[config.mk]
export PLATFORM = sky130hd
export DESIGN_NAME = if_stage_flat
export DESIGN_NICKNAME = d
export VERILOG_FILES = /design/src/rtl/if_stage_if.sv /design/src/rtl/if_stage.sv /design/src/flat_wrapper.sv
export SDC_FILE = /design/constraint.sdc
export NUM_CORES = 1
export LEC_CHECK = 0
export CORE_MARGIN = 4
export CORE_UTILIZATION = 54
export CTS_CLUSTER_DIAMETER = 150
export DETAILED_ROUTE_END_ITERATION = 7
export PLACE_DENSITY_LB_ADDON = 0.1
export SYNTH_ARGS = -nofsm -noshare
export SYNTH_HDL_FRONTEND = slang
export SYNTH_SLANG_ARGS = --single-unit
[constraint.sdc]
create_clock -name clk -period 6.1 [get_ports clk]
set_clock_uncertainty 0.1 [all_clocks]
set_input_delay 1.22 -clock clk [delete_from_list [all_inputs] [get_ports clk]]
set_output_delay 1.22 -clock clk [all_outputs]
set_load 0.01 [all_outputs]
[src/rtl/if_stage_if.sv]
// ============================================================================
// Module   : if_stage_if
// Purpose  : Instruction-memory request/acknowledge bus between fetch and imem.
// Revision : 1.0 - initial release
// ============================================================================
`default_nettype none

interface if_stage_if #(
   parameter int ADDR_WIDTH = 30,
   parameter int DATA_WIDTH = 32
);
   logic                  imem_req;
   logic [ADDR_WIDTH-1:0] imem_addr;
   logic                  imem_ack;
   logic [DATA_WIDTH-1:0] imem_rd_data;

   modport master (
      output imem_req,
      output imem_addr,
      input  imem_ack,
      input  imem_rd_data
   );

   modport slave (
      input  imem_req,
      input  imem_addr,
      output imem_ack,
      output imem_rd_data
   );
endinterface

`default_nettype wire

[src/rtl/if_stage.sv]
// ============================================================================
// Module   : if_stage
// Purpose  : Instruction fetch with PC, skid buffer and stallable/flushable
//            output register. Optional bus timeout via IF_BUS_TIMEOUT_EN.
// Revision : 1.0 - initial release
// ============================================================================
`default_nettype none

module if_stage #(
   parameter int                    ADDR_WIDTH   = 30,
   parameter int                    DATA_WIDTH   = 32,
   parameter logic [ADDR_WIDTH-1:0] RESET_VECTOR = '0,
`ifdef IF_BUS_TIMEOUT_EN
   parameter int                    TIMEOUT_CYCLES = 255,
`endif
   parameter logic [DATA_WIDTH-1:0] NOP_INSN     = '0
) (
   input  wire logic                  clk,
   input  wire logic                  reset,
   input  wire logic                  stall,
   input  wire logic                  flush,
   input  wire logic [ADDR_WIDTH-1:0] new_pc,
   input  wire logic                  br_taken,
   input  wire logic [ADDR_WIDTH-1:0] br_addr,
   if_stage_if.master                 imem,
   output logic      [ADDR_WIDTH-1:0] if_pc,
   output logic      [DATA_WIDTH-1:0] if_insn,
   output logic                       if_en,
`ifdef IF_BUS_TIMEOUT_EN
   output logic                       if_bus_err,
`endif
   output logic                       if_busy
);

   localparam logic [1:0] ST_FETCH = 2'd0;
   localparam logic [1:0] ST_DROP  = 2'd1;
   localparam logic [1:0] ST_FULL  = 2'd2;

   logic [1:0]            state;
   logic [1:0]            state_next;
   logic [ADDR_WIDTH-1:0] pc;
   logic [ADDR_WIDTH-1:0] drop_addr;
   logic [ADDR_WIDTH-1:0] buf_pc;
   logic [DATA_WIDTH-1:0] buf_insn;

   logic                  req;
   logic                  ack;
   logic                  busy;
   logic                  redirect;
   logic [ADDR_WIDTH-1:0] target;

   logic                  load_bubble;
   logic                  load_fetch;
   logic                  load_buf;
   logic                  skid_load;
   logic                  pc_advance;

   assign req      = (state != ST_FULL) & ~reset;
   assign ack      = req & imem.imem_ack;
   assign busy     = req & ~imem.imem_ack;
   assign redirect = flush | (br_taken & ~stall);
   assign target   = flush ? new_pc : br_addr;

   assign imem.imem_req  = req;
   // While dropping, the bus must keep presenting the address already in flight.
   assign imem.imem_addr = (state == ST_DROP) ? drop_addr : pc;
   assign if_busy        = busy;

   always_ff @(posedge clk) begin
      if (reset) state <= ST_FETCH;
      else       state <= state_next;
   end

   always_comb begin
      state_next = state;
      if (redirect) begin
         state_next = busy ? ST_DROP : ST_FETCH;
      end else begin
         case (state)
            ST_FETCH: if (ack && stall) state_next = ST_FULL;
            ST_DROP:  if (ack)          state_next = ST_FETCH;
            ST_FULL:  if (!stall)       state_next = ST_FETCH;
            default:                    state_next = ST_FETCH;
         endcase
      end
   end

   always_comb begin
      load_bubble = 1'b0;
      load_fetch  = 1'b0;
      load_buf    = 1'b0;
      skid_load   = 1'b0;
      pc_advance  = 1'b0;
      if (redirect) begin
         load_bubble = 1'b1;
      end else begin
         case (state)
            ST_FETCH: begin
               if (ack) begin
                  pc_advance = 1'b1;
                  skid_load  = stall;
                  load_fetch = ~stall;
               end else begin
                  load_bubble = ~stall;
               end
            end
            ST_DROP:  load_bubble = ~stall;
            ST_FULL:  load_buf    = ~stall;
            default:  load_bubble = 1'b1;
         endcase
      end
   end

   always_ff @(posedge clk) begin
      if (reset) begin
         pc        <= RESET_VECTOR;
         drop_addr <= '0;
         buf_pc    <= '0;
         buf_insn  <= '0;
         if_pc     <= RESET_VECTOR;
         if_insn   <= NOP_INSN;
         if_en     <= 1'b0;
      end else begin
         if (redirect)        pc <= target;
         else if (pc_advance) pc <= pc + 1'b1;

         if (state != ST_DROP) drop_addr <= pc;

         if (skid_load) begin
            buf_pc   <= pc;
            buf_insn <= imem.imem_rd_data;
         end

         if (load_bubble) begin
            if_insn <= NOP_INSN;
            if_en   <= 1'b0;
         end else if (load_fetch) begin
            if_pc   <= pc;
            if_insn <= imem.imem_rd_data;
            if_en   <= 1'b1;
         end else if (load_buf) begin
            if_pc   <= buf_pc;
            if_insn <= buf_insn;
            if_en   <= 1'b1;
         end
      end
   end

`ifdef IF_BUS_TIMEOUT_EN
   localparam logic [7:0] TIMEOUT_LAST = 8'(TIMEOUT_CYCLES - 1);

   logic [7:0] busy_cnt;

   // Counter saturates so the error cannot re-arm during one long stall.
   always_ff @(posedge clk) begin
      if (reset || !busy)         busy_cnt <= 8'd0;
      else if (busy_cnt != 8'hFF) busy_cnt <= busy_cnt + 8'd1;

      if (reset || flush)                      if_bus_err <= 1'b0;
      else if (busy && busy_cnt == TIMEOUT_LAST) if_bus_err <= 1'b1;
   end
`endif

endmodule

`default_nettype wire

[src/flat_wrapper.sv]
// flat-port wrapper written by rule: the top's interface ports become plain ports
module if_stage_flat 
#(
   parameter int                    ADDR_WIDTH   = 30,
   parameter int                    DATA_WIDTH   = 32,
   parameter logic [ADDR_WIDTH-1:0] RESET_VECTOR = '0,

   parameter logic [DATA_WIDTH-1:0] NOP_INSN     = '0
)
  (clk, reset, stall, flush, new_pc, br_taken, br_addr, if_pc, if_insn, if_en, if_busy, imem_imem_req, imem_imem_addr, imem_imem_ack, imem_imem_rd_data);
  if_stage_if #(.ADDR_WIDTH(ADDR_WIDTH), .DATA_WIDTH(DATA_WIDTH)) imem_i ();
  input  wire logic clk;
  input  wire logic reset;
  input  wire logic stall;
  input  wire logic flush;
  input  wire logic [ADDR_WIDTH-1:0] new_pc;
  input  wire logic br_taken;
  input  wire logic [ADDR_WIDTH-1:0] br_addr;
  output logic      [ADDR_WIDTH-1:0] if_pc;
  output logic      [DATA_WIDTH-1:0] if_insn;
  output logic if_en;
  output logic if_busy;
  output wire logic [$bits(imem_i.imem_req)-1:0] imem_imem_req;
  output wire logic [$bits(imem_i.imem_addr)-1:0] imem_imem_addr;
  input wire logic [$bits(imem_i.imem_ack)-1:0] imem_imem_ack;
  input wire logic [$bits(imem_i.imem_rd_data)-1:0] imem_imem_rd_data;
  assign imem_imem_req = imem_i.imem_req;
  assign imem_imem_addr = imem_i.imem_addr;
  assign imem_i.imem_ack = imem_imem_ack;
  assign imem_i.imem_rd_data = imem_imem_rd_data;
  if_stage #(.ADDR_WIDTH(ADDR_WIDTH), .DATA_WIDTH(DATA_WIDTH), .RESET_VECTOR(RESET_VECTOR), .NOP_INSN(NOP_INSN)) u_core (.clk(clk), .reset(reset), .stall(stall), .flush(flush), .new_pc(new_pc), .br_taken(br_taken), .br_addr(br_addr), .imem(imem_i), .if_pc(if_pc), .if_insn(if_insn), .if_en(if_en), .if_busy(if_busy));
endmodule
# Word level (Yosys, flattened, before mapping)
# Cells that the tools add are included.
# totals
reg_bits	187
wordCells	62
# classes
bitwise	9
eq_ne	7
n_addsub	1
reduce_logical	7
mux	30
# ops
operator	n
$mux W30	6
$mux W32	2
$add A30 B1 Y30 const B	1
$mux W1	16
$mux W2	4
$ne A3 B1 Y1 const B	2
$pmux W2 S3	1
$and A1 B1 Y1	4
$not A1 Y1	4
$reduce_bool A2 Y1	2
$ne A3 B2 Y1 const B	1
$pmux W1 S3	1
$reduce_and A3 Y1	1
$eq A2 B1 Y1 const B	1
$eq A2 B2 Y1 const B	1
$logic_not A2 Y1	1
$ne A2 B1 Y1 const B	1
$ne A2 B2 Y1 const B	1
$reduce_and A2 Y1	1
$reduce_or A2 Y1	1
$logic_and A1 B1 Y1	1
$or A1 B1 Y1	1

# Logic depth before layout (Yosys ltp)
# Gate-level depths: netlist of run 1.
# depth
ltp_word	8
ltp_mapped	8
ltp_nobuf	6

# Worst setup path before layout of run 1
# No wires, ideal clock.
# synth_path
path_kind	in2out
from	input port reset
to	output port if_busy
n_path_buf	2
t_arrival_ns	1.920
cell_stages	3
setup_slack_ns	2.860
path_cell_list	clkbuf_1 > buf_1 > nor3_1
# synth_via
elab_chain_len	3
# synth_rtl
item	line_no	rtl
start: declaration	flat_wrapper.sv:13	input wire logic reset;
$not A1 Y1	if_stage.sv:58	assign req = (state != ST_FULL) & ~reset;
$and A1 B1 Y1	if_stage.sv:58	
$and A1 B1 Y1	if_stage.sv:60	assign busy = req & ~imem.imem_ack;
end: declaration	flat_wrapper.sv:22	output logic if_busy;
# No other way between the ends.

# Worst setup path after layout of run 1
# layout_path
from	register u_core.state[0]
to	output port imem_imem_addr[29]
# layout_via
elab_chain_len	2
# layout_rtl
item	line_no	rtl
start: declaration	if_stage.sv:39	logic [1:0] state;
start signal: assignment	if_stage.sv:71	else state <= state_next;
$eq A2 B1 Y1	if_stage.sv:66	assign imem.imem_addr = (state == ST_DROP) ? drop_addr : pc;
$mux W30	if_stage.sv:66	
end: declaration	flat_wrapper.sv:24	output wire logic [$bits(imem_i.imem_addr)-1:0] imem_imem_addr;
# No other way between the ends.

==> results_dict.tcl, run 1 <==
set metrics [dict create \
    status "finished, final reports clean" \
    root_buffer "clkbuf_16" \
    grtUsageTotal 0.2787 \
    combPwrFrac 0.105 \
    core_area_um2 14480 \
    antenna_found_initial 0 \
    hold_class "reg2reg" \
    powerDensity_nw_per_um2 260.4 \
    critPathRequiredTime_ns 4.78 \
    setup_viol 0 \
    slew_viol_final 0 \
    ioPinCount 193 \
    layout_setup_ws_ns 1.879 \
    port_buffers 192 \
    drt_first_pass_iters 5 \
    tightest_slew_ns 1.131 \
    critPathTopFamily "simple AND/OR/NAND/NOR gates" \
    period_minus_slack_ns 4.221 \
    crit_slowest_cell "nor2b_4" \
    cts_buffers 17 \
    netSwitchingFraction 0.2391 \
    cp-end-kind "output port" \
    max_stage_delay_ns 0.96 \
    clk_path_buf_depth 2 \
    path_clk_slew_ns 0.06 \
    final_cell_mix "225 x nand2_1, 191 x clkdlybuf4s50_1, 187 x dfxtp_1, 139 x o21ai_0, 87 x nor2_1" \
    wirelength_mm 23.35 \
    dieArea_um2 16770 \
    p_seq_frac 0.468 \
    fin_util 0.7328 \
    synth-main-ff-cell "dfxtp_1" \
    overflow 0 \
    critPathArrivalTime_ns 2.90 \
    htree_levels 4 \
    dp_hpwl_mm 15.06 \
    fin_hold_ws_ns 0.3522 \
    seq_area_frac_synth 0.4696 \
    area_growth_pct 33.10 \
    die_x_um 129.5 \
    vias 7807 \
    ir_worst_vdd_uv 204.6 \
    numClockSinks 187 \
    ctsResizeCount 0 \
    die_y_um 129.5 \
    nFillCells 1171 \
    drtIter0Drc 675 \
    fmax_mhz 236.9 \
    startpoint_type "flop" \
    worstSetupPathDepth 3 \
    synth_edf_count 0 \
    hold_path_depth 2 \
    p_sw_mw 0.6606 \
    nets 1271 \
    drive_gt1_frac 0.07426 \
    rows 44 \
    ys_async_sr_fraction 0 \
    routabilityCongestion 0.8274 \
    wl_per_cell_um 17.06 \
    crit_buf_inv 1 \
    syn_nets 1127 \
    reg2regPathDepth 5 \
    path_class "reg2out" \
    first_global_vias 7305 \
    cap_violations 0 \
    hold_viol 0 \
    start_util 0.5506 \
    ant_nets 0 \
    cts_tree "yes" \
    intPower_mw 2.102 \
    drc_errors 0 \
    dp.cells 1337 \
    postSynthAreaPerCell_um2 7.754 \
    netlist_area_um2 7971 \
    leakage_nw 3.728 \
    dpl_worst_slack_ns 1.798 \
    cp_max_fo 34 \
    period_share 0.6920 \
    grt_pass1_wl_mm 37.36 \
    worstPathCellList "nor2b_4 -> mux2_2 -> clkdlybuf4s50_1" \
    grt_max_degree 64 \
    synth_seq_cells 187 \
    rsz0062_at_grt "false" \
    syn_inst 1028 \
    postCtsHoldBufs 0 \
    relSlewSlack 0.2461 \
    post_cts_buffers 0 \
    clkLatencyLatePin_ns 0.43 \
    p_clk_frac 0.427 \
    vias_per_cell 5.703 \
    final_common_cell "nand2_1" \
    final_cells 1369 \
    ys_warn_count 0 \
    ys_types 51 \
    antennaDiodeCount 0 \
    tns_ns 0 \
]
-- metal layers --
layer  track usage  up-vias  share of wire
li1              -     3766              -
met1        0.3673     3694           0.43
met2        0.4616      310           0.48
met3       0.05276       37          0.073
met4       0.09597        0          0.021
met5             0        -              0
-- power groups by stage --
stage	combinational, mW	sequential, mW	clock (mW)
final	0.291	1.29	1.18
after global routing	0.315	1.30	1.24
after CTS	0.290	1.29	1.19
after detailed placement	0.288	1.32	0
after global placement	0.286	1.32	0
after floorplan	0.153	1.30	0
-- worst paths after layout --
kind	startpoint	endpoint	slack, ns
setup / recovery	u_core.state[0]	imem_imem_addr[29]	1.88
hold / removal	u_core.buf_pc[18]	u_core.buf_pc[18]	0.35
setup reg to reg	u_core.state[1]	u_core.pc[14]	3.24
hold reg to reg	u_core.buf_pc[18]	u_core.buf_pc[18]	0.35
-- metrics by stage --
stage | instance area (um^2) | power, mW
finish | 10610 | 2.762
CTS | 10610 | 2.773
global route | 10610 | 2.849
detailed placement | 9981 | 1.606
global placement | 9981 | 1.603
floorplan | 7971 | 1.450
-- tightest hold or removal path: stages, from the launching register on --
cell and delay [ns]:
dfxtp_1 0.31, nand2_1 0.05, a21oi_1 0.05
-- sequential cells by signal, summed over array words and instances, names as in the netlist --
| signal | cells |
|---|---|
| u_core.buf_insn | 32 |
| u_core.buf_pc | 30 |
| u_core.drop_addr | 30 |
| u_core.if_en | 1 |
| u_core.if_insn | 32 |
| u_core.if_pc | 30 |
| u_core.pc | 30 |
| u_core.state | 2 |
-- cell usage after synthesis, drive strengths merged, types with 5 or more instances --
master | count | area (um^2)
clkbuf | 76 | 287.8
nor3 | 22 | 110.1
nand4 | 15 | 93.84
a21oi | 86 | 430.4
inv | 6 | 22.52
and3 | 14 | 87.58
nand2 | 225 | 844.6
nor2b | 5 | 31.28
dfxtp | 187 | 3744
o22ai | 6 | 37.54
nor4 | 5 | 31.28
a2111oi | 5 | 50.04
a211oi | 7 | 52.55
mux2 | 26 | 292.8
nand3 | 13 | 65.06
and2 | 33 | 206.5
xor2 | 15 | 131.4
nor2 | 89 | 334.1
buf | 8 | 38.78
xnor2 | 7 | 61.31
or4 | 5 | 37.54
o21ai | 139 | 695.7
-- layout make-up --
cell class / count / area (um^2) / area share
flip-flops and latches: 187 / 3744 / 0.3528
inverters: 7 / 26.28 / 0.002476
repair buffers: 209 / 2047 / 0.1929
multi-input cells: 750 / 3934 / 0.3708
clock inverters: 13 / 186.4 / 0.01757
well taps: 184 / 230.2 / 0.02170
clock buffers: 19 / 442.9 / 0.04175
-- kinds of logic after synthesis --
family,synth area share
compound gates,0.1786
xor+xnor,0.02417
fa+ha+maj,0.002825
buf+inv,0.04426
flops,0.4696
mux,0.03924
simple gates,0.2413
Note: power is estimated with default switching activity, not from simulation.
==> run 2: changes to the inputs <==
--- a/config.mk
+++ b/config.mk
@@ -6,7 +6,7 @@
 export NUM_CORES = 1
 export LEC_CHECK = 0
 export CORE_MARGIN = 4
-export CORE_UTILIZATION = 54
+export CORE_UTILIZATION = 50
 export CTS_CLUSTER_DIAMETER = 150
 export DETAILED_ROUTE_END_ITERATION = 7
 export PLACE_DENSITY_LB_ADDON = 0.1
==> constraint.sdc (replaced) <==
create_clock -name clk -period 4.3 [get_ports clk]
set_clock_uncertainty 0.1 [all_clocks]
set_input_delay 0.86 -clock clk [delete_from_list [all_inputs] [get_ports clk]]
set_output_delay 0.86 -clock clk [all_outputs]
set_load 0.01 [all_outputs]
==> results_dict.tcl, run 2 (synthesis gave the netlist of run 1 again) <==
set metrics [dict create \
    status "finished, final reports clean" \
    max_stage_delay_ns 0.55 \
    cp-end-kind "output port" \
    ant_nets 0 \
    critPathTopFamily "buffers and inverters" \
    grt_max_degree 64 \
    relSlewSlack 0.4753 \
    wl_per_cell_um 16.72 \
    cts_buffers 17 \
    postCtsHoldBufs 0 \
    ir_worst_vdd_uv 281.2 \
    post_cts_buffers 0 \
    drc_errors 0 \
    r2r-start "u_core.pc[0]" \
    critPathArrivalTime_ns 2.76 \
    rsz0062_at_grt "false" \
    fin_hold_ws_ns 0.3487 \
    rows 45 \
    final_common_cell "nand2_1" \
    tightest_slew_ns 0.7862 \
    leakage_nw 3.747 \
    reg2reg_slack_ns 1.59 \
    hold_viol 0 \
    drive_gt1_frac 0.07893 \
    htree_levels 4 \
    nets 1277 \
    startpoint_type "flop" \
    period_minus_slack_ns 3.724 \
    cp_max_fo 21 \
    cts_tree "yes" \
    ctsResizeCount 0 \
    fin_util 0.6934 \
    cap_violations 0 \
    first_global_vias 7289 \
    drt_first_pass_iters 6 \
    drtIter0Drc 600 \
    hold_class "reg2reg" \
    port_buffers 192 \
    powerDensity_nw_per_um2 364.1 \
    numClockSinks 187 \
    path_clk_slew_ns 0.07 \
    reg2regPathDepth 6 \
    final_cell_mix "225 x nand2_1, 191 x clkdlybuf4s50_1, 187 x dfxtp_1, 139 x o21ai_0, 87 x nor2_1" \
    vias_per_cell 5.501 \
    vias 7712 \
    crit_slowest_cell "dfxtp_1" \
    die_y_um 134.3 \
    critPathRequiredTime_ns 3.34 \
    r2r_end "u_core.pc[14]" \
    period_share 0.8659 \
    critPathCapture "imem_imem_addr[4]" \
    core_area_um2 15430 \
    reg_top3 "u_core.buf_insn: 32 flops, u_core.if_insn: 32 flops" \
    routabilityCongestion 0.8657 \
    ioPinCount 193 \
    dp_hpwl_mm 15.63 \
    antenna_found_initial 0 \
    wirelength_mm 23.44 \
    dieArea_um2 18030 \
    antennaDiodeCount 0 \
    root_buffer "clkbuf_16" \
    tns_ns 0 \
    fmax_mhz 268.6 \
    slew_viol_final 0 \
    finish.instance_area_um2 10700 \
    clk_path_buf_depth 2 \
    start_util 0.5167 \
    clkLatencyLatePin_ns 0.43 \
    place_area_um2 10080 \
    grt_pass1_wl_mm 37.53 \
    grtUsageTotal 0.2592 \
    setup_viol 0 \
    die_x_um 134.3 \
    crit_buf_inv 2 \
    overflow 0 \
    worstSetupPathDepth 4 \
    worstPathCellList "nor2b_4 -> buf_4 -> mux2_2 -> clkdlybuf4s50_1" \
    area_growth_pct 34.20 \
    path_class "reg2out" \
    crit_start "u_core.state[0]" \
]
-- run 2: area by class of cell --
cell class | count | area, um^2
sequential | 187 | 3744
timing repair buffer | 215 | 2117
multi-input combinational | 750 | 3925
fill | 1365 | 4730
tap | 211 | 264.0
clock inverter | 13 | 178.9
clock buffer | 19 | 442.9
inverter | 7 | 26.28
-- run 2: worst min path at each step --
stage                                 start                end  slack (ns)  cells past startpoint
after CTS                  u_core.if_pc[26]   u_core.if_pc[26]        0.35                      2
after global placement     u_core.if_pc[26]   u_core.if_pc[26]        0.33                      2
after global routing      u_core.buf_pc[22]  u_core.buf_pc[22]        0.37                      2
after detailed placement   u_core.if_pc[26]   u_core.if_pc[26]        0.34                      2
after floorplan            u_core.buf_pc[0]   u_core.buf_pc[0]        0.33                      2
final                      u_core.if_pc[28]   u_core.if_pc[28]        0.35                      2
-- run 2: power by group --
part           switching [mW]  internal (mW)  total, mW
clock network           0.699          0.947       1.65
registers              0.0567           1.78       1.83
logic                   0.203          0.212      0.415
-- run 2: worst min-delay path: stages, from the launching register on --
cell	delay (ns)
dfxtp_1	0.31
nand2_1	0.05
nand2_1	0.04
-- run 2: stage by stage --
stage	std cells	worst slack, ns	power [mW]
finish	1402	0.5764	3.895
global route	1402	0.4330	4.039
CTS	1402	0.5653	3.918
detailed placement	1370	0.6224	2.284
global placement	1370	0.7069	2.279
floorplan	1028	1.447	2.058
-- run 2: metal layers --
layer	wire [um]	vias to the layer above	global-route usage	part of all wire
li1	-	3782	-	-
met1	10200	3634	0.3484	0.44
met2	10980	261	0.4078	0.47
met3	1804	35	0.06752	0.077
met4	445	0	0.08541	0.019
met5	0	-	0	0
==> run 3: changes to the inputs <==
--- a/config.mk
+++ b/config.mk
@@ -10,6 +10,7 @@
 export CTS_CLUSTER_DIAMETER = 150
 export DETAILED_ROUTE_END_ITERATION = 7
 export PLACE_DENSITY_LB_ADDON = 0.1
+export SETUP_SLACK_MARGIN = 0.02
 export SYNTH_ARGS = -nofsm -noshare
 export SYNTH_HDL_FRONTEND = slang
 export SYNTH_SLANG_ARGS = --single-unit
==> results of run 3 <==
Final layout, timing and power as in run 2 (identical DEF).
==> variant, RTL diff (settings of run 3) <==
`ADDR_WIDTH` is set to 30 in 3 places; all go to 60.
--- a/src/rtl/if_stage_if.sv
+++ b/src/rtl/if_stage_if.sv
@@ -6,7 +6,7 @@
 `default_nettype none
 
 interface if_stage_if #(
-   parameter int ADDR_WIDTH = 30,
+   parameter int ADDR_WIDTH = 60,
    parameter int DATA_WIDTH = 32
 );
    logic                  imem_req;
--- a/src/rtl/if_stage.sv
+++ b/src/rtl/if_stage.sv
@@ -7,7 +7,7 @@
 `default_nettype none
 
 module if_stage #(
-   parameter int                    ADDR_WIDTH   = 30,
+   parameter int                    ADDR_WIDTH   = 60,
    parameter int                    DATA_WIDTH   = 32,
    parameter logic [ADDR_WIDTH-1:0] RESET_VECTOR = '0,
 `ifdef IF_BUS_TIMEOUT_EN
--- a/src/flat_wrapper.sv
+++ b/src/flat_wrapper.sv
@@ -1,7 +1,7 @@
 // flat-port wrapper written by rule: the top's interface ports become plain ports
 module if_stage_flat 
 #(
-   parameter int                    ADDR_WIDTH   = 30,
+   parameter int                    ADDR_WIDTH   = 60,
    parameter int                    DATA_WIDTH   = 32,
    parameter logic [ADDR_WIDTH-1:0] RESET_VECTOR = '0,
 
Interface: changed (resized br_addr, if_pc, imem_imem_addr and new_pc); port bits go from 193 to 313. No check against the original RTL was run, so the function may have changed too.
==> variant against run 3 <==
  * Worst setup slack improved by 160 ps
  * Final cell count is 61% higher
  * Core utilization is 2.4 points lower
  * Critical endpoint is now imem_imem_addr[19]
  * Area after synthesis increased by 72%
  * Sequential cell count increased by 120
  * Sequential power increased by 67%
  * Power up 71%
  * Synthesized cell count grew 64%
  * Design area increased by 69%
  * Largest power group unchanged
  * Routed wire length up 100%
  * Largest cell class unchanged
==> variant: results (changes against run 3) <==
[placed_design]
io_buffers=312  ; +63%
dp.cells=2198  ; +60%
gp_congestion=0.927  ; +7.1%
dpl.hpwl_um=31000  ; +98%

[finish]
nNetsFinal=2052  ; +61%
drive_gt1_share_pct=8.81  ; +0.92 points
final_cells=2264  ; +61%
fill_cells=2216  ; +62%

[global_routing]
grt_max_degree=101  ; +58%
grt_usage_pct=29.4  ; +3.5 points
antenna_found_initial=5  ; +5
grt_pass1_wl_um=73000  ; +94%

[route]
viasPerCell=6.00  ; +9.1%
initialDrtViolationCount=1439  ; +140%
drtPass1Iterations=7  ; +1
wl_per_cell_um=20.8  ; +24%

[synthesis]
avgSynthCellArea_um2=8.13  ; +4.9%
ys_async_sr_fraction_pct=0  ; unchanged
synth_cell_types=64  ; +25%
yosys-top-cells-count=346 x nand2_1, 307 x dfxtp_1, 240 x a21oi_1, 154 x clkbuf_1, 93 x o221ai_1
ys_seq_area_share_pct=44.8  ; -2.2 points
synth_fp_nets=1846  ; +64%

[clocking]
clk_latency_ps=520  ; +90 ps
cts_buffer_depth=3  ; +1
clk_transition_reported_paths_ps=60
cts_buffers=34  ; +17
h-tree-depth=2  ; -2

[setup_path]
crit_path_top_delay_cell=clkdlybuf4s50_1
crit_fanout=42  ; +100%
rr_startpoint=u_core.pc[2]
worstPathArrival_ps=2610  ; -150 ps
cp-startpoint=u_core.state[0]

[hold_path]
min-delay-start=u_core.if_insn[16]
min_path_type=reg -> reg

[power_and_ir_drop]
ir_drop_uv=296  ; +5.2%
power.leakage_uw=0.00598  ; +60%

[outcome]
status=complete, no violations

[timing]
max_slew.worst_pin.slew_ps=1220  ; +435 ps

[variant: cell types whose count changed in the layout (fill, tap and decap cells not counted), moves of 13 or more]
cell             delta
a21oi_1           +155
and2_1             +32
clkbuf_16          +18
clkdlybuf4s50_1   +119
dfxtp_1           +120
mux2_2             +31
nand2_1           +119
nand3_1            +19
nand4_1            +13
o21ai_0           -100
o221ai_1           +92
xnor2_1            +15
[variant: per-layer routing]
metal,share of wire (%),track usage [%],vias up
li1,-,-,6371
met1,42,39.3,6446
met2,46,47.3,651
met3,8.0,5.87,118
met4,3.6,11.3,2
met5,0.028,0,-
[variant: kinds of logic after synthesis]
group | Yosys count | synth area share, %
buffers and inverters | 177 | 5.03
XOR/XNOR | 40 | 2.55
AO/OA/AOI/OAI | 442 | 20.1
adder cells (fa/ha/maj) | 1 | 0.0912
multiplexers | 61 | 4.97
AND/OR/NAND/NOR | 659 | 22.4
flip-flops | 307 | 44.8
[variant: metrics by stage]
stage               worst slack [ps]  util [%]  area, um2  hold slack, ps
floorplan                       1200         -      13700             336
global placement                 696      62.8      16900             338
global route                     610      66.9      18000             364
CTS                              732      66.9      18000             351
finish                           733      66.9      18000             351
detailed placement               592      62.8      16900             343
[variant: worst paths after layout]
| path | slack, ps | to | cells past startpoint |
|---|---|---|---|
| hold reg to reg | 350 | u_core.if_insn[16] | 2 |
| hold / removal | 350 | u_core.if_insn[16] | 2 |
| setup reg to reg | 1120 | u_core.pc[59] | 6 |
| setup / recovery | 730 | imem_imem_addr[19] | 4 |
[variant: critical path: cells and delay by family, from the launching register on]
kind	cells	cell delay, ps
and+or+nand+nor	1	200
buffers and inverters	2	1020
DFF	1	460
muxes	1	410
[variant: cell type report]
type	count	area (um2)	share of cell area [%]
timing repair buffer	339	3360	18.6
antenna	5	12.5	0.0694
clock inverter	11	77.6	0.430
tap	341	427	2.37
inverter	8	30.0	0.167
sequential	307	6150	34.1
clock buffer	50	1020	5.67
multi-input combinational	1203	6960	38.6
[variant: power by group]
| part | internal [uW] | switching [uW] |
|---|---|---|
| logic | 373 | 376 |
| registers | 2930 | 129 |
| clock network | 1660 | 1200 |
| total | 4960 | 1700 |
